==> config.mk <==
export PLATFORM = sky130hd
export DESIGN_NAME = gpio_link_scheduler_flat
export DESIGN_NICKNAME = d
export VERILOG_FILES = /design/src/rtl/gpio_link_scheduler_pkg.sv /design/src/rtl/gpio_link_scheduler_if.sv /design/src/rtl/gpio_sync_edge.sv /design/src/rtl/gpio_link_scheduler.sv /design/src/flat_wrapper.sv
export SDC_FILE = /design/constraint.sdc
export NUM_CORES = 1
export LEC_CHECK = 0
export ABC_AREA = 1
export CAP_MARGIN = 30
export CELL_PAD_IN_SITES_DETAIL_PLACEMENT = 1
export CELL_PAD_IN_SITES_GLOBAL_PLACEMENT = 2
export CORE_AREA = 2 2 358 360
export DETAILED_ROUTE_END_ITERATION = 7
export DIE_AREA = 0 0 360 362
export PLACE_DENSITY = 0.59
export SKIP_CTS_REPAIR_TIMING = 1
export SYNTH_ARGS = -nofsm -noshare
export SYNTH_HDL_FRONTEND = slang
export SYNTH_SLANG_ARGS = --single-unit
==> constraint.sdc <==
create_clock -name clock -period 2.75 [get_ports clock]
set_input_delay 0.55 -clock clock [delete_from_list [all_inputs] [get_ports clock]]
set_output_delay 0.55 -clock clock [all_outputs]
set_load 0.005 [all_outputs]
==> src/rtl/gpio_link_scheduler_pkg.sv <==
// gpio_link_scheduler_pkg: FSM state encodings, default message width and counter sizing shared by the link logic.
package gpio_link_scheduler_pkg;
  typedef enum logic [1:0] {ST_IDLE = 2'd0, ST_SEND = 2'd1, ST_GAP = 2'd2} state_t;
  localparam int MSG_W_DEF = 128;
  function automatic int cnt_width(int a, int b);
    return $clog2((a > b ? a : b) + 1);
  endfunction
endpackage

==> src/rtl/gpio_link_scheduler_if.sv <==
// gpio_link_scheduler_if: requester, link and rx-buffer signals of the scheduler; master is the scheduler side.
interface gpio_link_scheduler_if #(parameter int NUM_REQ = 4, parameter int MSG_W = 128);
  logic [NUM_REQ-1:0] req;
  logic [NUM_REQ*MSG_W-1:0] req_msg;
  logic [NUM_REQ-1:0] req_ack;
  logic link_data_ready;
  logic [MSG_W-1:0] link_message_out;
  logic link_done;
  logic link_received;
  logic [MSG_W-1:0] link_message_in;
  logic rx_valid;
  logic [MSG_W-1:0] rx_msg;
  logic rx_ready;
  logic rx_overflow;
  logic busy;
  logic tx_timeout;
  modport master (
    input  req, req_msg, link_done, link_received, link_message_in, rx_ready,
    output req_ack, link_data_ready, link_message_out, rx_valid, rx_msg, rx_overflow, busy, tx_timeout
  );
  modport slave (
    output req, req_msg, link_done, link_received, link_message_in, rx_ready,
    input  req_ack, link_data_ready, link_message_out, rx_valid, rx_msg, rx_overflow, busy, tx_timeout
  );
endinterface

==> src/rtl/gpio_sync_edge.sv <==
// gpio_sync_edge: 2-flop synchronizer followed by a rising-edge pulse, asynchronously cleared by resetn.
module gpio_sync_edge (
  input  logic clock,
  input  logic resetn,
  input  logic d,
  output logic pulse
);
  logic [2:0] s_q, s_d;
  always_comb s_d = {s_q[1:0], d};
  always_ff @(posedge clock or negedge resetn)
    if (!resetn) s_q <= '0;
    else s_q <= s_d;
  assign pulse = s_q[1] & ~s_q[2];
endmodule

==> src/rtl/gpio_link_scheduler.sv <==
// gpio_link_scheduler: round-robin sharing of the GPIO message link plus a one-entry inbound buffer.
// Optional send abort is enabled by defining GPIO_LINK_TIMEOUT_EN.
module gpio_link_scheduler
  import gpio_link_scheduler_pkg::*;
#(
  parameter int NUM_REQ     = 4,
  parameter int MSG_W       = MSG_W_DEF,
  parameter int IDLE_GAP    = 2,
  parameter int TIMEOUT_CYC = 1024
) (
  input logic clock,
  input logic resetn,
  gpio_link_scheduler_if.master bus
);
  localparam int IW = $clog2(NUM_REQ);
  localparam int CW = cnt_width(TIMEOUT_CYC, IDLE_GAP);
  state_t state_q, state_d;
  logic [IW-1:0] grant_q, grant_d, ptr_q, ptr_d, pick;
  logic [MSG_W-1:0] msg_q, msg_d, rx_msg_q, rx_msg_d;
  logic [NUM_REQ-1:0] ack_q, ack_d;
  logic [CW-1:0] cnt_q, cnt_d;
  logic dr_q, dr_d, to_q, to_d, rx_valid_q, rx_valid_d, ovf_q, ovf_d;
  logic done_p, rx_p, launch;
  gpio_sync_edge u_done (.clock(clock), .resetn(resetn), .d(bus.link_done), .pulse(done_p));
  gpio_sync_edge u_rx (.clock(clock), .resetn(resetn), .d(bus.link_received), .pulse(rx_p));
  // Descending scan so the nearest set bit after the pointer is written last and wins.
  always_comb begin
    pick = ptr_q;
    for (int i = NUM_REQ; i >= 1; i--)
      if (bus.req[IW'((int'(ptr_q) + i) % NUM_REQ)]) pick = IW'((int'(ptr_q) + i) % NUM_REQ);
  end
  always_comb begin
    state_d = state_q;
    grant_d = grant_q;
    ptr_d   = ptr_q;
    msg_d   = msg_q;
    dr_d    = dr_q;
    ack_d   = '0;
    cnt_d   = cnt_q;
    to_d    = 1'b0;
    launch  = 1'b0;
    case (state_q)
      ST_IDLE: launch = |bus.req;
      ST_SEND: begin
        if (done_p) begin
          ack_d[grant_q] = 1'b1;
          dr_d    = 1'b0;
          ptr_d   = grant_q;
          cnt_d   = '0;
          state_d = ST_GAP;
        end
`ifdef GPIO_LINK_TIMEOUT_EN
        else if (cnt_q == CW'(TIMEOUT_CYC - 1)) begin
          to_d    = 1'b1;
          dr_d    = 1'b0;
          ptr_d   = grant_q;
          cnt_d   = '0;
          state_d = ST_GAP;
        end
        else cnt_d = cnt_q + CW'(1);
`endif
      end
      ST_GAP: begin
        // Last gap cycle may launch directly so data_ready is low exactly IDLE_GAP clocks.
        if (cnt_q == CW'(IDLE_GAP - 1)) begin
          state_d = ST_IDLE;
          launch  = |bus.req;
        end
        else cnt_d = cnt_q + CW'(1);
      end
      default: state_d = ST_IDLE;
    endcase
    if (launch) begin
      grant_d = pick;
      msg_d   = bus.req_msg[pick*MSG_W +: MSG_W];
      dr_d    = 1'b1;
      cnt_d   = '0;
      state_d = ST_SEND;
    end
  end
  always_ff @(posedge clock or negedge resetn)
    if (!resetn) begin
      state_q <= ST_IDLE;
      grant_q <= '0;
      ptr_q   <= IW'(NUM_REQ - 1);
      msg_q   <= '0;
      dr_q    <= 1'b0;
      ack_q   <= '0;
      cnt_q   <= '0;
      to_q    <= 1'b0;
    end else begin
      state_q <= state_d;
      grant_q <= grant_d;
      ptr_q   <= ptr_d;
      msg_q   <= msg_d;
      dr_q    <= dr_d;
      ack_q   <= ack_d;
      cnt_q   <= cnt_d;
      to_q    <= to_d;
    end
  // Capture wins over a same-cycle pop; a full, unpopped buffer drops the new message.
  always_comb begin
    rx_msg_d   = rx_msg_q;
    rx_valid_d = rx_valid_q & ~bus.rx_ready;
    ovf_d      = ovf_q;
    if (rx_p) begin
      rx_msg_d   = (!rx_valid_q || bus.rx_ready) ? bus.link_message_in : rx_msg_q;
      rx_valid_d = 1'b1;
      ovf_d      = ovf_q | (rx_valid_q & ~bus.rx_ready);
    end
  end
  always_ff @(posedge clock or negedge resetn)
    if (!resetn) begin
      rx_msg_q   <= '0;
      rx_valid_q <= 1'b0;
      ovf_q      <= 1'b0;
    end else begin
      rx_msg_q   <= rx_msg_d;
      rx_valid_q <= rx_valid_d;
      ovf_q      <= ovf_d;
    end
  assign bus.req_ack          = ack_q;
  assign bus.link_data_ready  = dr_q;
  assign bus.link_message_out = msg_q;
  assign bus.rx_valid         = rx_valid_q;
  assign bus.rx_msg           = rx_msg_q;
  assign bus.rx_overflow      = ovf_q;
  assign bus.busy             = state_q != ST_IDLE;
`ifdef GPIO_LINK_TIMEOUT_EN
  assign bus.tx_timeout       = to_q;
`else
  assign bus.tx_timeout       = 1'b0;
`endif
endmodule

==> src/flat_wrapper.sv <==
// flat-port wrapper written by rule: the top's interface ports become plain ports
module gpio_link_scheduler_flat import gpio_link_scheduler_pkg::*;
#(
  parameter int NUM_REQ     = 4,
  parameter int MSG_W       = MSG_W_DEF,
  parameter int IDLE_GAP    = 2,
  parameter int TIMEOUT_CYC = 1024
)
  (clock, resetn, bus_req, bus_req_msg, bus_link_done, bus_link_received, bus_link_message_in, bus_rx_ready, bus_req_ack, bus_link_data_ready, bus_link_message_out, bus_rx_valid, bus_rx_msg, bus_rx_overflow, bus_busy, bus_tx_timeout);
  gpio_link_scheduler_if #(.NUM_REQ(NUM_REQ), .MSG_W(MSG_W)) bus_i ();
  input logic clock;
  input logic resetn;
  input wire logic [$bits(bus_i.req)-1:0] bus_req;
  input wire logic [$bits(bus_i.req_msg)-1:0] bus_req_msg;
  input wire logic [$bits(bus_i.link_done)-1:0] bus_link_done;
  input wire logic [$bits(bus_i.link_received)-1:0] bus_link_received;
  input wire logic [$bits(bus_i.link_message_in)-1:0] bus_link_message_in;
  input wire logic [$bits(bus_i.rx_ready)-1:0] bus_rx_ready;
  output wire logic [$bits(bus_i.req_ack)-1:0] bus_req_ack;
  output wire logic [$bits(bus_i.link_data_ready)-1:0] bus_link_data_ready;
  output wire logic [$bits(bus_i.link_message_out)-1:0] bus_link_message_out;
  output wire logic [$bits(bus_i.rx_valid)-1:0] bus_rx_valid;
  output wire logic [$bits(bus_i.rx_msg)-1:0] bus_rx_msg;
  output wire logic [$bits(bus_i.rx_overflow)-1:0] bus_rx_overflow;
  output wire logic [$bits(bus_i.busy)-1:0] bus_busy;
  output wire logic [$bits(bus_i.tx_timeout)-1:0] bus_tx_timeout;
  assign bus_i.req = bus_req;
  assign bus_i.req_msg = bus_req_msg;
  assign bus_i.link_done = bus_link_done;
  assign bus_i.link_received = bus_link_received;
  assign bus_i.link_message_in = bus_link_message_in;
  assign bus_i.rx_ready = bus_rx_ready;
  assign bus_req_ack = bus_i.req_ack;
  assign bus_link_data_ready = bus_i.link_data_ready;
  assign bus_link_message_out = bus_i.link_message_out;
  assign bus_rx_valid = bus_i.rx_valid;
  assign bus_rx_msg = bus_i.rx_msg;
  assign bus_rx_overflow = bus_i.rx_overflow;
  assign bus_busy = bus_i.busy;
  assign bus_tx_timeout = bus_i.tx_timeout;
  gpio_link_scheduler #(.NUM_REQ(NUM_REQ), .MSG_W(MSG_W), .IDLE_GAP(IDLE_GAP), .TIMEOUT_CYC(TIMEOUT_CYC)) u_core (.clock(clock), .resetn(resetn), .bus(bus_i));
endmodule
# == Yosys cells after proc, flatten, opt, wreduce, memory -nomap -nowiden ==
# Cells that the tools add are included.
# word_totals
input_bits,649
out_inout_bits,265
word_cells,86
ff_bits,286
# op_classes
n_mux,34
order_cmp,6
reduce_logical,14
shifts,1
bitwise_logic,7
add_sub_neg,5
eq_ne,7
# ops
operator,count
variable part select 512 x 10 -> 128 bit,1
2-to-1 mux 11 bit,3
one-hot mux 11 bit (2 select lines),1
< comparator 2 x 4 -> 1 bit (second input constant),4
2-to-1 mux 1 bit,14
2-to-1 mux 2 bit,7
adder 11 x 1 -> 11 bit (second input constant),1
equality test 11 x 1 -> 1 bit (second input constant),1
binary-select mux 1 bit (select 2 bit),4
2-to-1 mux 4 bit,2
!= test 3 x 1 -> 1 bit (second input constant),2
one-hot mux 2 bit (3 select lines),1
AND reduction 2 bit,3
AND reduction 3 bit,2
nonzero test 2 bit,3
adder 2 x 1 -> 2 bit (second input constant),2
adder 2 bit (second input constant),2
OR reduction 4 bit,1
bitwise AND 1 bit,3
< comparator 2 x 3 -> 1 bit (second input constant),1
!= test 3 x 2 -> 1 bit (second input constant),1
NOT 1 bit,3
nonzero test 3 bit,1
demux 1 bit (select 2 bit),1
10 further kinds,10

# == Longest topological paths before layout ==
# Gate-level depths: netlist (run 1).
# depth
ltp_word,9
mapped_depth,18
ltp_nobuf,15

# == Cells and area by module ==
# Synthesis (run 1) repeated with hierarchy kept, for this count alone.
# unflattened
hier_cells,2140
hier_area_um2,16633.5
# by_module_without_submodules
mod,seq_area_each_um2,cells_each,instances,area_per_inst_um2
gpio_link_scheduler,7009.2,2130,1,16463.3
gpio_sync_edge,75.1,5,2,85.1

# == Worst setup path before layout (run 1) ==
# Ideal clock, no wire load.
# synth_path
path_type,register to register
startpoint,reg u_core.state_q[0]
endpoint,reg u_core.msg_q[100] (netlist: u_core.bus.link_message_out[100])
slack_ns,0.834
setup_time_ns,0.066
required_time_ns,2.684
n_path_buf,3
synth_period_minus_slack_ns,1.916
stages_incl_launch_ff,10
t_arrival_ns,1.850
cell_sequence,dfrtp_1 -> inv_1 -> ha_1 -> clkbuf_1 -> nand3_1 -> a21boi_1 -> clkbuf_1 -> buf_2 -> nand2_1 -> nand2_1
# synth_between
elab_chain_cells,2
elab_cells_between_ends,3
cone_classes,eq/ne: 1; mux: 1; reduce/logical: 1
# synth_lines
element,line,rtl
start: declaration,gpio_link_scheduler.sv:17,"state_t state_q, state_d;"
start signal: assignment,gpio_link_scheduler.sv:92,state_q <= state_d;
equality test 2 bit / logical NOT 2 bit (equally long branches),gpio_link_scheduler.sv:42,case (state_q)
one-hot mux 1 bit (2 select lines) (*),gpio_link_scheduler.sv:42,
end signal: assignment,gpio_link_scheduler.sv:95,msg_q <= msg_d;
end: declaration,gpio_link_scheduler.sv:19,"logic [MSG_W-1:0] msg_q, msg_d, rx_msg_q, rx_msg_d;"
# Every way passes the cells marked *; elsewhere a longest branch is shown, timed or not.
# A chain may end at the register's enable or synchronous reset.

# == Worst setup path after layout (run 1) ==
# layout_path
startpoint,reg u_core.state_q[0]
endpoint,out bus_busy
# layout_between
elab_chain_cells,1
# layout_lines
element,line,rtl
nonzero test 2 bit,gpio_link_scheduler.sv:128,assign bus.busy = state_q != ST_IDLE;
end: declaration,flat_wrapper.sv:25,output wire logic [$bits(bus_i.busy)-1:0] bus_busy;
# No other way between the ends.

==> results of run 1 <==
-- state kept, by name, summed over array words and instances (netlist names) --
signal and count:
u_core.bus.link_message_out 128, u_core.state_q 2, u_core.grant_q 2, u_core.bus.req_ack 4
u_core.bus.rx_valid 1, u_core.u_done.s_q 3, u_core.bus.rx_msg 128, u_core.ptr_q 2
u_core.bus.link_data_ready 1, u_core.bus.rx_overflow 1, u_core.cnt_q 11, u_core.u_rx.s_q 3
-- power groups by stage --
| stage | combinational [mW] | sequential (mW) | clock [mW] |
|---|---|---|---|
| 3_3_place_gp | 25.4 | 6.59 | 0 |
| 3_5_place_dp | 25.4 | 6.63 | 0 |
| 4_1_cts | 25.5 | 6.58 | 6.01 |
| 2_1_floorplan | 12.6 | 6.55 | 0 |
| 5_1_grt | 27.9 | 6.74 | 6.14 |
| 6_report | 24.8 | 6.55 | 5.73 |
-- cell families (layout without fill, tap and decap cells) --
| family | Yosys count | in the layout | share of synthesized area |
|---|---|---|---|
| AO/OA/AOI/OAI | 26 | 26 | 0.008162 |
| XOR/XNOR | 2 | 2 | 0.0009938 |
| adder cells (fa/ha/maj) | 5 | 5 | 0.003549 |
| buffers and inverters | 700 | 1662 | 0.1622 |
| flip-flops | 286 | 286 | 0.4061 |
| multiplexers | 128 | 128 | 0.08176 |
| other | 1 | 5 | 0.0002127 |
| AND/OR/NAND/NOR | 1397 | 1397 | 0.3370 |
-- worst max path at each step --
stage                 startpoint                                to  cells past startpoint
6_report       u_core.state_q[0]                          bus_busy                      4
5_1_grt        u_core.state_q[0]                          bus_busy                      4
4_1_cts        u_core.state_q[0]                          bus_busy                      4
3_5_place_dp          bus_req[1]   u_core.bus.link_message_out[51]                     16
3_3_place_gp          bus_req[1]   u_core.bus.link_message_out[51]                     16
2_1_floorplan  u_core.state_q[0]  u_core.bus.link_message_out[100]                      9
-- through the flow --
step           instance area, um2  utilization  hold WS, ns
4_1_cts                     31110       0.2456      -0.1157
3_5_place_dp                29670       0.2342       0.3381
2_1_floorplan               17630            -       0.2544
6_report                    31170       0.2460       0.3503
5_1_grt                     31160       0.2459       0.3516
3_3_place_gp                29670       0.2342       0.3339
-- layout by cell type (no fill, tap or decap), types with 17 or more instances in the layout --
master           netlist  final
buf_12                 0     46
buf_4                  7     86
clkbuf_16              0     42
clkdlybuf4s50_1        0    911
dfrtp_1              284    284
inv_1                536    535
mux2_2               128    128
nand2_1              841    838
nand3_1              521    521
nor2_1                17     17
o21ai_0               17     17
-- critical path: cells and delay by family (launching register included) --
family | cells | cell delay (ns)
adder cells (fa/ha/maj) | 1 | 0.22
buffers and inverters | 3 | 0.84
flip-flops | 1 | 0.37
-- area by class of cell --
| type | instances | area share |
|---|---|---|
| well taps | 1662 | 0.06672 |
| inverters | 540 | 0.06528 |
| clock buffers | 59 | 0.03766 |
| repair buffers | 1047 | 0.3453 |
| diodes | 4 | 0.0003212 |
| flip-flops and latches | 286 | 0.2297 |
| clock inverters | 16 | 0.008591 |
| multi-input cells | 1559 | 0.2464 |
-- per-layer routing --
layer,vias up,share of wire,track usage
li1,9581,-,-
met1,9231,0.40,0.1681
met2,642,0.50,0.2669
met3,115,0.081,0.05144
met4,30,0.020,0.03304
met5,-,0.0019,0
==> impl_metrics.py, run 1 <==
metrics = {
    "outcome": {
        "status": "finished, final reports clean",
    },
    "detailed_routing": {
        "drc": 0,
        "first_iter_violations": 682,
        "ant_nets": 0,
        "detailedRoute.firstPassIterationCount": 4,
        "wl_per_cell_um": 19.37,
        "viasPerCell": 3.789,
        "drt_wl_total_um": 100200,
        "vias": 19599,
    },
    "timing": {
        "tightest_slew_ns": 0.6309,
        "fin_crit_ns": 2.561,
        "final.setup.tns_ns": 0,
        "fin_ws_ns": 0.1891,
        "hold_violations": 0,
        "maxSlewHeadroom": 0.5794,
        "finalMaxSlewViolations": 0,
        "max_freq_mhz": 390.5,
        "finalCritPeriodShare": 0.9312,
        "rsz0062_at_grt": "no",
        "clock_skew_ns": 0.03394,
        "setup_viol": 0,
    },
    "cts": {
        "cts_root_buf": "clkbuf_16",
        "numCtsBuffers": 41,
        "cts_buffer_depth": 3,
        "cts.sinks": 286,
        "clkLatencyLatePin_ns": 0.61,
        "h-tree-depth": 2,
        "cts_tree": "built",
        "clkSlewWorstSetupHoldPaths_ns": 0.06,
    },
    "setup_path": {
        "r2r_cells": 15,
        "worst-path-max-fanout": 4,
        "start_kind": "register",
        "worstPathCellList": "inv_1 > ha_1 > inv_1 > clkdlybuf4s50_1",
        "required_ns": 2.20,
        "reg2reg_slack_ns": 0.30,
        "r2r-end": "u_core.bus.link_message_out[96]",
        "worst_setup_path_end_kind": "output port",
        "cp_slowest_cell": "clkdlybuf4s50_1",
        "critical_path.most_common_cell": "inv_1",
        "r2r_start": "u_core.ptr_q[0]",
        "cp.arrival_ns": 2.01,
        "slowest_delay_ns": 0.57,
        "worstSetupPathType": "reg -> out",
    },
    "pwr": {
        "p_leak_nw": 15.51,
        "p_sw_frac": 0.4675,
        "vdd_drop_max_v": 0.0009668,
        "powerDensity_mw_per_mm2": 1188,
        "combinationalPowerShare": 0.668,
        "p_clk_frac": 0.155,
        "p_switching_mw": 17.31,
        "pwr-share-seq": 0.177,
        "power.total_mw": 37.03,
        "p_int_mw": 19.72,
    },
    "place": {
        "gp_congestion": 0.7824,
        "portBuffers": 912,
        "hpwl_um": 80170,
        "dp_cells": 5092,
        "dpl_worst_slack_ns": -0.06649,
    },
    "layout": {
        "area_growth_syn_to_layout_pct": 76.78,
        "multi_input_area_mm2": 0.007679,
        "nets": 4129,
        "regArea_mm2": 0.007159,
        "fillers": 15165,
        "stdcell_count": 5173,
        "drive_gt1_frac": 0.09809,
    },
    "synth": {
        "synth_ff_type": "dfrtp_1",
        "ys_warn_count": 0,
        "synth_area_mm2": 0.01763,
        "synth.distinct_cells": 31,
        "synth.top_cell.area_share": 0.4031,
        "synth_area_leader_cell": "dfrtp_1",
        "synth_edf_count": 0,
        "yosysSeqAreaShare": 0.4061,
        "synth_common_cells": "841 x nand2_1, 536 x inv_1, 521 x nand3_1",
        "synthArstFlopShare": 1.000,
        "synth.area.top_cells": "dfrtp_1 40%, nand2_1 18%, nand3_1 15%",
        "yosys_register_bits": 286,
        "syn_inst": 2545,
        "syn_nets": 3199,
        "yosysMostFrequentCell": "nand2_1",
        "avgSynthCellArea_um2": 6.927,
    },
    "hold_path": {
        "hp-class": "reg -> reg",
        "hold_depth": 0,
        "holdPathEnd": "u_core.u_done.s_q[1]",
        "hold_start": "u_core.u_done.s_q[0]",
    },
    "global_routing": {
        "grt_overflow": 0,
        "grt_pass1_wl_um": 144300,
        "grt_use_total": 0.1485,
        "antenna_found_initial": 25,
        "grt_pass1_vias": 20950,
        "grt_max_degree": 63,
    },
    "floorplanning": {
        "die_h_um": 362,
        "rows": 131,
        "pin_count": 914,
        "initial_core_util": 0.1391,
        "die-area_mm2": 0.1303,
        "fp.dieW_um": 360,
        "core_area_mm2": 0.1267,
    },
    "flow_run": {
        "drv_cap": 0,
    },
}
Power figures use the tool's default switching activity.
==> run 2: changes to the inputs <==
--- a/config.mk
+++ b/config.mk
@@ -17,3 +17,4 @@
 export SYNTH_ARGS = -nofsm -noshare
 export SYNTH_HDL_FRONTEND = slang
 export SYNTH_SLANG_ARGS = --single-unit
+export TNS_END_PERCENT = 30
==> results of run 2 <==
No change in the layout: final DEF, timing and power equal those of run 1.
